## config.mk

```make
export PLATFORM = sky130hd
export DESIGN_NAME = and_seq_recognizer_flat
export DESIGN_NICKNAME = d
export VERILOG_FILES = /design/src/rtl/and_seq_recognizer_if.sv /design/src/rtl/and_seq_recognizer.sv /design/src/flat_wrapper.sv
export SDC_FILE = /design/constraint.sdc
export NUM_CORES = 1
export LEC_CHECK = 0
export ABC_AREA = 1
export CORE_UTILIZATION = 51
export DETAILED_ROUTE_END_ITERATION = 8
export PLACE_DENSITY = 0.81
export SYNTH_ARGS = -nofsm -noshare
export SYNTH_HDL_FRONTEND = slang
export SYNTH_SLANG_ARGS = --single-unit
```

## constraint.sdc

```tcl
create_clock -name clock -period 3.5 [get_ports clock]
set_clock_uncertainty 0.1 [all_clocks]
set_input_delay 0.7 -clock clock [delete_from_list [all_inputs] [get_ports clock]]
set_output_delay 0.7 -clock clock [all_outputs]
set_load 0.05 [all_outputs]
```

## src/rtl/and_seq_recognizer_if.sv

```systemverilog
// Operand/handshake bundle between the AND-stage front end and the sequence recognizer.
// The master drives the samples and clear. The slave returns the pulse, count and sat flag.
interface and_seq_recognizer_if #(
   parameter int COUNT_W = 8
);
   logic               valid;
   logic               x1;
   logic               x0;
   logic               clear;
   logic               z;
   logic [COUNT_W-1:0] count;
   logic               sat;

   modport master (
      output valid, x1, x0, clear,
      input  z, count, sat
   );

   modport slave (
      input  valid, x1, x0, clear,
      output z, count, sat
   );
endinterface

```

## src/rtl/and_seq_recognizer.sv

```systemverilog
// Detects the valid-qualified operand sequence 00 -> 01 -> 11 and pulses z for one cycle.
// It also keeps a saturating detection count with a registered saturation flag.
module and_seq_recognizer #(
   parameter int COUNT_W = 8
) (
   input  logic                  clock,
   input  logic                  reset,
   and_seq_recognizer_if.slave   bus
);

   localparam logic [1:0] S0 = 2'd0;
   localparam logic [1:0] S1 = 2'd1;
   localparam logic [1:0] S2 = 2'd2;

   localparam logic [COUNT_W-1:0] CNT_MAX = '1;
   localparam logic [COUNT_W-1:0] CNT_ONE = {{(COUNT_W-1){1'b0}}, 1'b1};

   logic [1:0]         r_state;
   logic [1:0]         w_next_state;
   logic               r_z;
   logic               r_sat;
   logic [COUNT_W-1:0] r_count;
   logic [COUNT_W-1:0] w_count_inc;
   logic [1:0]         w_sample;
   logic               w_detect;

   assign w_sample    = {bus.x1, bus.x0};
   assign w_detect    = (r_state == S2) && bus.valid && (w_sample == 2'b11);
   assign w_count_inc = r_count + CNT_ONE;

   always_comb begin
      // NOTE: default first so every path assigns w_next_state and no latch is inferred.
      w_next_state = S0;
      case (r_state)
         S0: w_next_state = (bus.valid && w_sample == 2'b00) ? S1 : S0;
         S1: begin
            if (!bus.valid)               w_next_state = S1;
            else if (w_sample == 2'b00)   w_next_state = S1;
            else if (w_sample == 2'b01)   w_next_state = S2;
            else                          w_next_state = S0;
         end
         S2: begin
            if (!bus.valid)               w_next_state = S2;
            else if (w_sample == 2'b00)   w_next_state = S1;
            else                          w_next_state = S0;
         end
         default: w_next_state = S0;
      endcase
   end

   // NOTE: non-blocking assignments so every flop samples pre-edge values, whatever the statement order.
   always_ff @(posedge clock) begin
      if (reset) begin
         r_state <= S0;
         r_z     <= 1'b0;
         r_count <= '0;
         r_sat   <= 1'b0;
      end else begin
         r_state <= w_next_state;
         r_z     <= w_detect;
         // Clear outranks a simultaneous detection; the pulse above is unaffected.
         if (bus.clear) begin
            r_count <= '0;
            r_sat   <= 1'b0;
         end else if (w_detect && (r_count != CNT_MAX)) begin
            r_count <= w_count_inc;
            r_sat   <= (w_count_inc == CNT_MAX);
         end
      end
   end

   assign bus.z     = r_z;
   assign bus.count = r_count;
   assign bus.sat   = r_sat;

endmodule

```

## src/flat_wrapper.sv

```systemverilog
// flat-port wrapper written by rule: the top's interface ports become plain ports
module and_seq_recognizer_flat 
#(
   parameter int COUNT_W = 8
)
  (clock, reset, bus_valid, bus_x1, bus_x0, bus_clear, bus_z, bus_count, bus_sat);
  and_seq_recognizer_if #(.COUNT_W(COUNT_W)) bus_i ();
  input  logic clock;
  input  logic reset;
  input wire logic [$bits(bus_i.valid)-1:0] bus_valid;
  input wire logic [$bits(bus_i.x1)-1:0] bus_x1;
  input wire logic [$bits(bus_i.x0)-1:0] bus_x0;
  input wire logic [$bits(bus_i.clear)-1:0] bus_clear;
  output wire logic [$bits(bus_i.z)-1:0] bus_z;
  output wire logic [$bits(bus_i.count)-1:0] bus_count;
  output wire logic [$bits(bus_i.sat)-1:0] bus_sat;
  assign bus_i.valid = bus_valid;
  assign bus_i.x1 = bus_x1;
  assign bus_i.x0 = bus_x0;
  assign bus_i.clear = bus_clear;
  assign bus_z = bus_i.z;
  assign bus_count = bus_i.count;
  assign bus_sat = bus_i.sat;
  and_seq_recognizer #(.COUNT_W(COUNT_W)) u_core (.clock(clock), .reset(reset), .bus(bus_i));
endmodule
```

==> qor.yml, run 1 <==
clocking:
  clock_sinks: 12
  cts-buffers-inserted: 3
  path_clk_slew_ns: 0.07
  cts_tree: "built"
  cts_setup_buffers: 0
  ctsHoldBuffers: 0
  cts_max_level: 1
  clockRootBuffer: "clkbuf_4"
  clk_latency_ns: 0.28
  clockBufferDepth: 2
  postCtsResizedCells: 0
timing:
  rsz0062_at_grt: "false"
  setup_violations: 0
  tns_ns: 0
  relSlewSlack_pct: 66.3
  fin_crit_sh_pct: 68.5
  max_freq_ghz: 0.417
  fin_crit_ns: 2.40
  final-hold-violation-count: 0
  worst_slew_pin_slew_ns: 0.504
  slew_violations: 0
finish:
  drive_gt1_share_pct: 16.5
  syn_to_final_growth_pct: 27.3
  diodes: 0
  fillCellCount: 108
  nets: 124
floorplan:
  die_w_um: 38.9
  floorplan.initialDensity_pct: 58.4
  design.core.area_um2: 1190
  ios: 16
  rows: 12
  die_h_um: 38.9
  dieArea_um2: 1510
setup_path:
  worst_r2r_path_depth: 8
  worstPathMaxFanout: 7
  crit_path_start_kind: "register"
  critPathLaunch: "u_core.bus.count[2]$_SDFFE_PP0P_"
  path_depth: 1
  r2r-start: "u_core.bus.count[1]$_SDFFE_PP0P_"
  path_delay_family: "buffers and inverters"
  crit_buf_inv: 1
  setup.worst_path.class: "reg2out"
  worstSetupEndpointType: "primary output"
  crit_arrival_ns: 1.60
  worstPathRequired_ns: 2.70
  reg2reg_slack_ns: 1.91
  path_cells: "clkdlybuf4s50_1"
  reg2reg_to: "u_core.bus.count[1]$_SDFFE_PP0P_"
  slowest_delay_ns: 0.85
  timing.critical_path.to: "bus_count[2]"
  slowest_stage: "clkdlybuf4s50_1"
global_route:
  grt_util_met3_pct: 8.67
  grt_antenna_before_repair: 0
  grt_util_met1_pct: 29.0
  gr-total-overflow: 0
  met2_usage_pct: 42.9
  grt_busiest_layer: "met2"
  grt_max_degree: 14
  grt_pass1_wl_um: 2500
  grt.total_usage_pct: 24.8
  grt_pass1_vias: 599
place:
  routabilityCongestion: 0.848
  io_buffers: 15
  hpwl_um: 1160
hold_path:
  hp-class: "reg2reg"
  hold_start: "u_core.bus.sat$_SDFFE_PP0P_"
yosys:
  ys_types: 24
  synthTopCellsByCount: "nand2_1 (24), dfxtp_1 (12), inv_1 (10)"
  synth.most_common_cell: "nand2_1"
  postSynthCellCount: 97
  ys_top_cells_by_area: "dfxtp_1 (35%), nand2_1 (13%), nand3_1 (5.8%), inv_1 (5.4%), a21oi_1 (5.1%)"
  ys_ff_latch: 12
  synth-async-reset-ratio_pct: 0
  synth_edf_count: 0
  ys.flop_type: "dfxtp_1"
  ys.warnings.count: 0
  syn_area_per_cell_um2: 7.15
  synth_top_area_share_pct: 34.7
  yosys.area.top_type: "dfxtp_1"
  syn-num-nets: 105
  synth_area_um2: 693
  yosysSeqAreaShare_pct: 34.7
pwr:
  cellLeakagePower_nw: 0.326
  power.density_nw_per_um2: 301
  power_w: 0.000266
  vdd_drop_max_uv: 233
drt:
  dr.pass1.iters: 4
  drc: 0
  ant_nets: 0
  drt_iter0_markers: 23
  vias: 693
  vias_per_cell: 5.37
  wirelength_um: 1530
  wl_per_cell_um: 11.9
job:
  maxCapViolCount: 0
run_status:
  status: "finished, final reports clean"
## cell usage in the layout, fill, tap and decap left out, types with 2 or more instances in the layout
master / instances
nand2_1: 24
clkdlybuf4s50_1: 15
dfxtp_1: 12
inv_1: 10
nand3_1: 8
a21oi_1: 7
nor2_1: 5
o21ai_1: 5
inv_2: 3
nand2_2: 3
a21oi_2: 3
clkbuf_4: 3
nor2_4: 2
nor2_2: 2
ha_1: 2
## layout make-up
type	count	area, um2	area share (%)
Clock buffer	4	36.3	4.11
Multi-Input combinational cell	70	385	43.7
Inverter	14	52.6	5.96
Sequential cell	12	240	27.2
Timing Repair Buffer	15	150	17.0
Tap cell	14	17.5	1.99
## layer usage
layer,wire (um),up-vias
li1,-,352
met1,729,323
met2,718,16
met3,72,2
met4,8,0
met5,0,-
## kinds of logic after synthesis
group	Yosys count	share of synthesized area, %
compound gates	19	17.1
xor+xnor	1	1.26
fa+ha+maj	2	3.61
buf+inv	15	9.75
flops	12	34.7
simple gates	48	33.6
## report_power, final
| group | switching (W) | internal [W] | leakage [nW] |
|---|---|---|---|
| clock | 0.0000492 | 0.0000633 | 0.0210 |
| sequential | 0.000000440 | 0.000137 | 0.0968 |
| combinational | 0.00000810 | 0.00000745 | 0.208 |
| total | 0.0000577 | 0.000208 | 0.326 |
## state kept, by name, indices dropped and copies added (netlist names)
register	cells
u_core.bus.z	1
u_core.bus.sat	1
u_core.r_state	2
u_core.bus.count	8
## worst min-delay path: cells and delay by family, from the launching register on
kind / cells / cell delay [ns]
flip-flops: 1 / 0.32
AND/OR/NAND/NOR: 1 / 0.07
AO/OA/AOI/OAI: 1 / 0.06
## worst min-delay path by stage
stage                                         to  slack (ns)  cells past startpoint
floorplan           u_core.r_state[1]$_SDFF_PP0_        0.37                      2
global placement     u_core.bus.sat$_SDFFE_PP0P_        0.36                      2
detailed placement   u_core.bus.sat$_SDFFE_PP0P_        0.38                      2
CTS                  u_core.bus.sat$_SDFFE_PP0P_        0.39                      2
global route         u_core.bus.sat$_SDFFE_PP0P_        0.41                      2
finish               u_core.bus.sat$_SDFFE_PP0P_        0.39                      2
## through the flow
| step | cells | setup WS (ns) | util, % | hold WS (ns) | instance area [um2] |
|---|---|---|---|---|---|
| after floorplan | 97 | 1.67 | - | 0.368 | 693 |
| after global routing | 129 | 1.06 | 74.4 | 0.414 | 882 |
| final | 129 | 1.10 | 74.4 | 0.388 | 882 |
| after CTS | 129 | 1.10 | 74.4 | 0.395 | 882 |
| after global placement | 125 | 1.36 | 71.3 | 0.365 | 846 |
| after detailed placement | 125 | 1.30 | 71.3 | 0.381 | 846 |
No activity file was read; power rests on OpenSTA's default activity.
==> run 2, diff against run 1 <==
CORE_UTILIZATION = 43   (was 51)
PLACE_DENSITY = 0.73   (was 0.81)
clock period = 2.1 ns   (was 3.5 ns; I/O delays follow)
==> run 2 against run 1 <==
Against the previous run: die area grew 18%; highest routed layer is now met3; critical path type unchanged; register-to-register slack lost 1.4 ns; wire length shrank 9.8%; largest cell class unchanged; sequential power grew 67%.
==> qor.yml, run 2 (synthesis results as in run 1) <==
drt:
  vias_per_cell: 5.00  # -6.9%
  drc: 0  # unchanged
  ant_nets: 0  # unchanged
  wl_per_cell_um: 10.6  # -11%
  dr.pass1.iters: 6  # +2
  vias: 650  # -6.2%
  wirelength_um: 1380  # -9.8%
  drt_iter0_markers: 19  # -17%
timing:
  slew_violations: 0  # unchanged
  final-hold-violation-count: 0  # unchanged
  worst_slew_pin_slew_ns: 0.496  # -0.00810 ns
  fin_crit_ns: 2.03
  tns_ns: 0  # unchanged
  rsz0062_at_grt: "false"
  relSlewSlack_pct: 66.8  # +0.54 points
  setup_violations: 0  # unchanged
  fin_crit_sh_pct: 96.5
  max_freq_ghz: 0.494
  worst_slack_ns: 0.0745  # -1.03 ns
pwr:
  switching_share_pct: 20.5  # -1.2 points
  p_int_w: 0.000308  # +48%
  comb_power_share_pct: 6.6  # +0.7 points
  power_switching_w: 0.0000793  # +37%
  p_seq_share_pct: 59.4  # +7.6 points
  vdd_drop_max_uv: 394  # +69%
  cellLeakagePower_nw: 0.342  # +4.8%
  power.density_nw_per_um2: 446  # +48%
  power_w: 0.000387  # +46%
  clkPwrFrac_pct: 34.0  # -8.3 points
clocking:
  cts_setup_buffers: 0  # unchanged
  cts_max_level: 1  # unchanged
  cts-buffers-inserted: 3  # unchanged
  clockBufferDepth: 2  # unchanged
  path_clk_slew_ns: 0.07  # about the same
  clock_sinks: 12  # unchanged
  clockRootBuffer: "clkbuf_4"
  cts_tree: "built"
  clk_latency_ns: 0.26  # -0.02 ns
setup_path:
  worstPathMaxFanout: 5  # -2
  crit_buf_inv: 1  # unchanged
  path_cells: "clkdlybuf4s50_1"
  r2r-start: "u_core.bus.count[1]$_SDFFE_PP0P_"
  slowest_stage: "clkdlybuf4s50_1"
  path_delay_family: "buffers and inverters"
  worstSetupEndpointType: "primary output"
  worstPathRequired_ns: 1.58  # -1.12 ns
  setup.worst_path.class: "reg2out"
  slowest_delay_ns: 0.84  # about the same
  crit_path_start_kind: "register"
  crit_arrival_ns: 1.51  # -0.09 ns
  critPathLaunch: "u_core.bus.count[3]$_SDFFE_PP0P_"
finish:
  layout_common_cells: "nand2_1 (24), clkdlybuf4s50_1 (12), dfxtp_1 (12), inv_1 (10), nand3_1 (8)"
  largest_register_ffs: 8  # unchanged
  post-route-util_pct: 57.6  # -17 points
  diodes: 0  # unchanged
  fin_cells: 130  # +0.78%
  layout_commonest_cell: "nand2_1"
  nets: 124  # unchanged
  drive_gt1_share_pct: 17.5  # +1.0 points
  syn_to_final_growth_pct: 25.3
floorplan:
  design.core.area_um2: 1510  # +27%
  ios: 16  # unchanged
  rows: 14  # +2
  die_h_um: 42.2  # +8.5%
  dieArea_um2: 1780  # +18%
  floorplan.initialDensity_pct: 46.0  # -12 points
  die_w_um: 42.2  # +8.5%
global_route:
  grt_pass1_vias: 591  # -1.3%
  gr-total-overflow: 0  # unchanged
  grt_pass1_wl_um: 2500  # unchanged
  grt.total_usage_pct: 18.5  # -6.3 points
  grt_max_degree: 14  # unchanged
  grt_antenna_before_repair: 0  # unchanged
place:
  routabilityCongestion: 0.847  # about the same
  pre_cts_ws_ns: 0.153  # -1.15 ns
  hpwl_um: 1060  # -8.3%
  placed_cells: 127  # +1.6%
  io_buffers: 15  # unchanged
job:
  maxCapViolCount: 0  # unchanged
hold_path:
  hp-class: "reg2reg"
  hold_start: "u_core.bus.sat$_SDFFE_PP0P_"
run_status:
  status: "finished, final reports clean"
## run 2: final timing paths
kind,end,slack [ns],depth (start not counted)
worst min register to register,u_core.bus.sat$_SDFFE_PP0P_,0.37,2
worst min-delay path,u_core.bus.sat$_SDFFE_PP0P_,0.37,2
worst max-delay path,bus_count[3],0.07,1
worst max register to register,u_core.bus.sat$_SDFFE_PP0P_,0.52,8
## run 2: per-stage QoR
| step | hold slack, ns | area [um2] |
|---|---|---|
| 6_report | 0.371 | 868 |
| 2_1_floorplan | 0.368 | 693 |
| 3_3_place_gp | 0.361 | 843 |
| 3_5_place_dp | 0.362 | 843 |
| 5_1_grt | 0.405 | 868 |
| 4_1_cts | 0.375 | 866 |
## run 2: final cells by class
class	count	area, um2
Fill cell	150	638
Multi-Input combinational cell	70	385
Tap cell	16	20.0
Timing Repair Buffer	15	148
Clock buffer	3	22.5
Sequential cell	12	240
Inverter	14	52.6
## run 2: tightest hold or removal path, cell delays in order (launching register included)
cell     delay, ns
dfxtp_1       0.31
nand2_1       0.06
a21oi_1       0.05
## run 2: timing repair
item / CTS / global route
resized for setup: 0 / 1
hold buffers: 0 / 0
endpoints found under the setup margin: 0 / 1
## run 2: power groups by stage
| stage | combinational (W) | clock (W) | sequential, W |
|---|---|---|---|
| 5_1_grt | 0.0000286 | 0.000152 | 0.000230 |
| 2_1_floorplan | 0.0000111 | 0 | 0.000235 |
| 4_1_cts | 0.0000257 | 0.000138 | 0.000230 |
| 6_report | 0.0000256 | 0.000132 | 0.000230 |
| 3_3_place_gp | 0.0000252 | 0 | 0.000235 |
| 3_5_place_dp | 0.0000256 | 0 | 0.000235 |
## run 2: routing by layer
layer | share of wire [%] | GRT usage [%] | routed length, um | vias to the layer above
met2 | 45 | 27.5 | 617 | 17
met4 | 0 | 5.63 | 0 | 0
met5 | 0 | 0 | 0 | -
met1 | 51 | 24.5 | 700 | 281
met3 | 4.4 | 7.76 | 61 | 0
li1 | - | - | - | 352
==> run 3, diff against run 2 <==
CORE_UTILIZATION = 47   (was 43)
PLACE_DENSITY = 0.76   (was 0.73)
clock period = 2.3 ns   (was 2.1 ns; I/O delays follow)
==> run 3 against run 2 <==
Against the previous run: setup slack improved by 0.097 ns; final cell count decreased by 0.77%; clock-buffer cell count unchanged; critical path depth unchanged; first-iteration DRC count decreased by 37%; highest routed layer is now met4; power decreased by 8.1%; via count decreased by 0.92%; wire length increased by 0.15%; non-clock buffer count unchanged; worst hold slack got worse by 0.0015 ns.
==> qor.yml, run 3 (synthesis results as in run 1) <==
timing:
  fin_crit_sh_pct: 92.6
  setup_violations: 0  # unchanged
  worst_slew_pin_slew_ns: 0.491  # -0.00480 ns
  final-hold-violation-count: 0  # unchanged
  rsz0062_at_grt: "false"
  slew_violations: 0  # unchanged
  hold_slack_ns: 0.370  # -0.00146 ns
  fin_crit_ns: 2.13
  max_freq_ghz: 0.470
  relSlewSlack_pct: 67.2  # +0.32 points
  tns_ns: 0  # unchanged
clocking:
  path_clk_slew_ns: 0.06  # about the same
  cts_setup_buffers: 0  # unchanged
  clockRootBuffer: "clkbuf_4"
  cts_max_level: 1  # unchanged
  clk_latency_ns: 0.27  # about the same
  postCtsResizedCells: 0  # unchanged
  cts_tree: "built"
  clock_sinks: 12  # unchanged
  clockBufferDepth: 2  # unchanged
  ctsHoldBuffers: 0  # unchanged
  cts-buffers-inserted: 3  # unchanged
pwr:
  power.density_nw_per_um2: 409  # -8.2%
  vdd_drop_max_uv: 284  # -28%
  comb_power_share_pct: 6.5  # about the same
  power_w: 0.000356  # -8.1%
  p_int_w: 0.000281  # -8.7%
  power_switching_w: 0.0000748  # -5.8%
  clkPwrFrac_pct: 34.5  # +0.5 points
  cellLeakagePower_nw: 0.319  # -6.7%
  switching_share_pct: 21.0  # +0.52 points
  p_seq_share_pct: 59.0  # -0.4 points
setup_path:
  worst_r2r_path_depth: 8  # unchanged
  worstPathRequired_ns: 1.74  # +0.16 ns
  worstSetupEndpointType: "primary output"
  crit_arrival_ns: 1.57  # +0.06 ns
  crit_buf_inv: 1  # unchanged
  path_delay_family: "buffers and inverters"
  path_cells: "clkdlybuf4s50_1"
  reg2reg_slack_ns: 0.72  # +0.20 ns
  path_depth: 1  # unchanged
  reg2reg_to: "u_core.bus.sat$_SDFFE_PP0P_"
  r2r-start: "u_core.bus.count[1]$_SDFFE_PP0P_"
  slowest_delay_ns: 0.85  # about the same
  setup.worst_path.class: "reg2out"
  worstPathMaxFanout: 7  # +2
  crit_path_start_kind: "register"
  slowest_stage: "clkdlybuf4s50_1"
finish:
  multi_input_area_um2: 385  # unchanged
  post-route-util_pct: 65.2  # +7.6 points
  fillCellCount: 126  # -16%
  syn_to_final_growth_pct: 25.5
  fin_cells: 129  # -0.77%
  seqCellArea_um2: 240  # unchanged
  largest_register_ffs: 8  # unchanged
  layout_common_cells: "nand2_1 (24), clkdlybuf4s50_1 (15), dfxtp_1 (12), inv_1 (10), nand3_1 (8)"
  nets: 124  # unchanged
  diodes: 0  # unchanged
  layout_commonest_cell: "nand2_1"
  drive_gt1_share_pct: 15.8  # -1.8 points
drt:
  wl_per_cell_um: 10.7  # +0.92%
  vias_per_cell: 4.99  # -0.16%
  ant_nets: 0  # unchanged
  drc: 0  # unchanged
  vias: 644  # -0.92%
  dr.pass1.iters: 3  # -3
  wirelength_um: 1380  # +0.15%
  drt_iter0_markers: 12  # -7
hold_path:
  min_path_cells: 2  # unchanged
  holdPathEnd: "u_core.bus.sat$_SDFFE_PP0P_"
  hold_start: "u_core.bus.sat$_SDFFE_PP0P_"
  hp-class: "reg2reg"
place:
  hpwl_um: 1090  # +2.9%
  io_buffers: 15  # unchanged
  routabilityCongestion: 0.896  # +5.7%
  placed_cells: 126  # -0.79%
global_route:
  grt_max_degree: 14  # unchanged
  grt.total_usage_pct: 19.9  # +1.4 points
  grt_antenna_before_repair: 0  # unchanged
  grt_pass1_wl_um: 2070  # -17%
  gr-total-overflow: 0  # unchanged
  grt_pass1_vias: 491  # -17%
job:
  maxCapViolCount: 0  # unchanged
floorplan:
  ios: 16  # unchanged
  dieArea_um2: 1630  # -8.1%
  rows: 13  # -1
  die_w_um: 40.4  # -4.1%
  design.core.area_um2: 1330  # -11%
  die_h_um: 40.4  # -4.1%
  floorplan.initialDensity_pct: 52.0  # +6.0 points
run_status:
  status: "finished, final reports clean"
-- run 3: changes by cell type in the layout (fill, tap and decap cells not counted) --
cell / change
clkdlybuf4s50_1: +3
dlymetal6s2s_1: -1
buf_4: -2
-- run 3: area by class of cell --
type | instances | area share [%]
multi-input cells | 70 | 44.3
flip-flops and latches | 12 | 27.6
repair buffers | 15 | 17.3
inverters | 14 | 6.04
clock buffers | 3 | 2.59
well taps | 15 | 2.16
-- run 3: stage by stage --
step                      worst slack, ns  area (um2)
after floorplan                     0.472         693
after global placement              0.402         847
after detailed placement            0.344         847
after CTS                           0.159         870
after global routing                0.108         870
final                               0.171         870
-- run 3: per-layer routing --
metal / share of wire [%] / global-route usage [%] / vias to the layer above
met3: 4.1 / 10.0 / 2
met2: 42 / 28.2 / 10
li1: - / - / 347
met4: 0.72 / 5.00 / 0
met1: 53 / 26.5 / 285
met5: 0 / 0 / -
-- run 3: worst max-delay path by stage --
stage                                      from  slack, ns                          endpoint
2_1_floorplan  u_core.bus.count[1]$_SDFFE_PP0P_       0.47  u_core.bus.count[2]$_SDFFE_PP0P_
3_3_place_gp                          bus_valid       0.40  u_core.bus.count[5]$_SDFFE_PP0P_
3_5_place_dp                          bus_valid       0.34       u_core.bus.sat$_SDFFE_PP0P_
4_1_cts        u_core.bus.count[2]$_SDFFE_PP0P_       0.16                      bus_count[2]
5_1_grt        u_core.bus.count[2]$_SDFFE_PP0P_       0.11                      bus_count[2]
6_report       u_core.bus.count[2]$_SDFFE_PP0P_       0.17                      bus_count[2]
-- run 3: power by group through the flow --
stage / combinational, W / clock (W) / sequential (W)
2_1_floorplan: 0.0000102 / 0 / 0.000215
3_3_place_gp: 0.0000229 / 0 / 0.000214
3_5_place_dp: 0.0000232 / 0 / 0.000215
4_1_cts: 0.0000233 / 0.000128 / 0.000210
5_1_grt: 0.0000255 / 0.000140 / 0.000210
6_report: 0.0000232 / 0.000123 / 0.000210
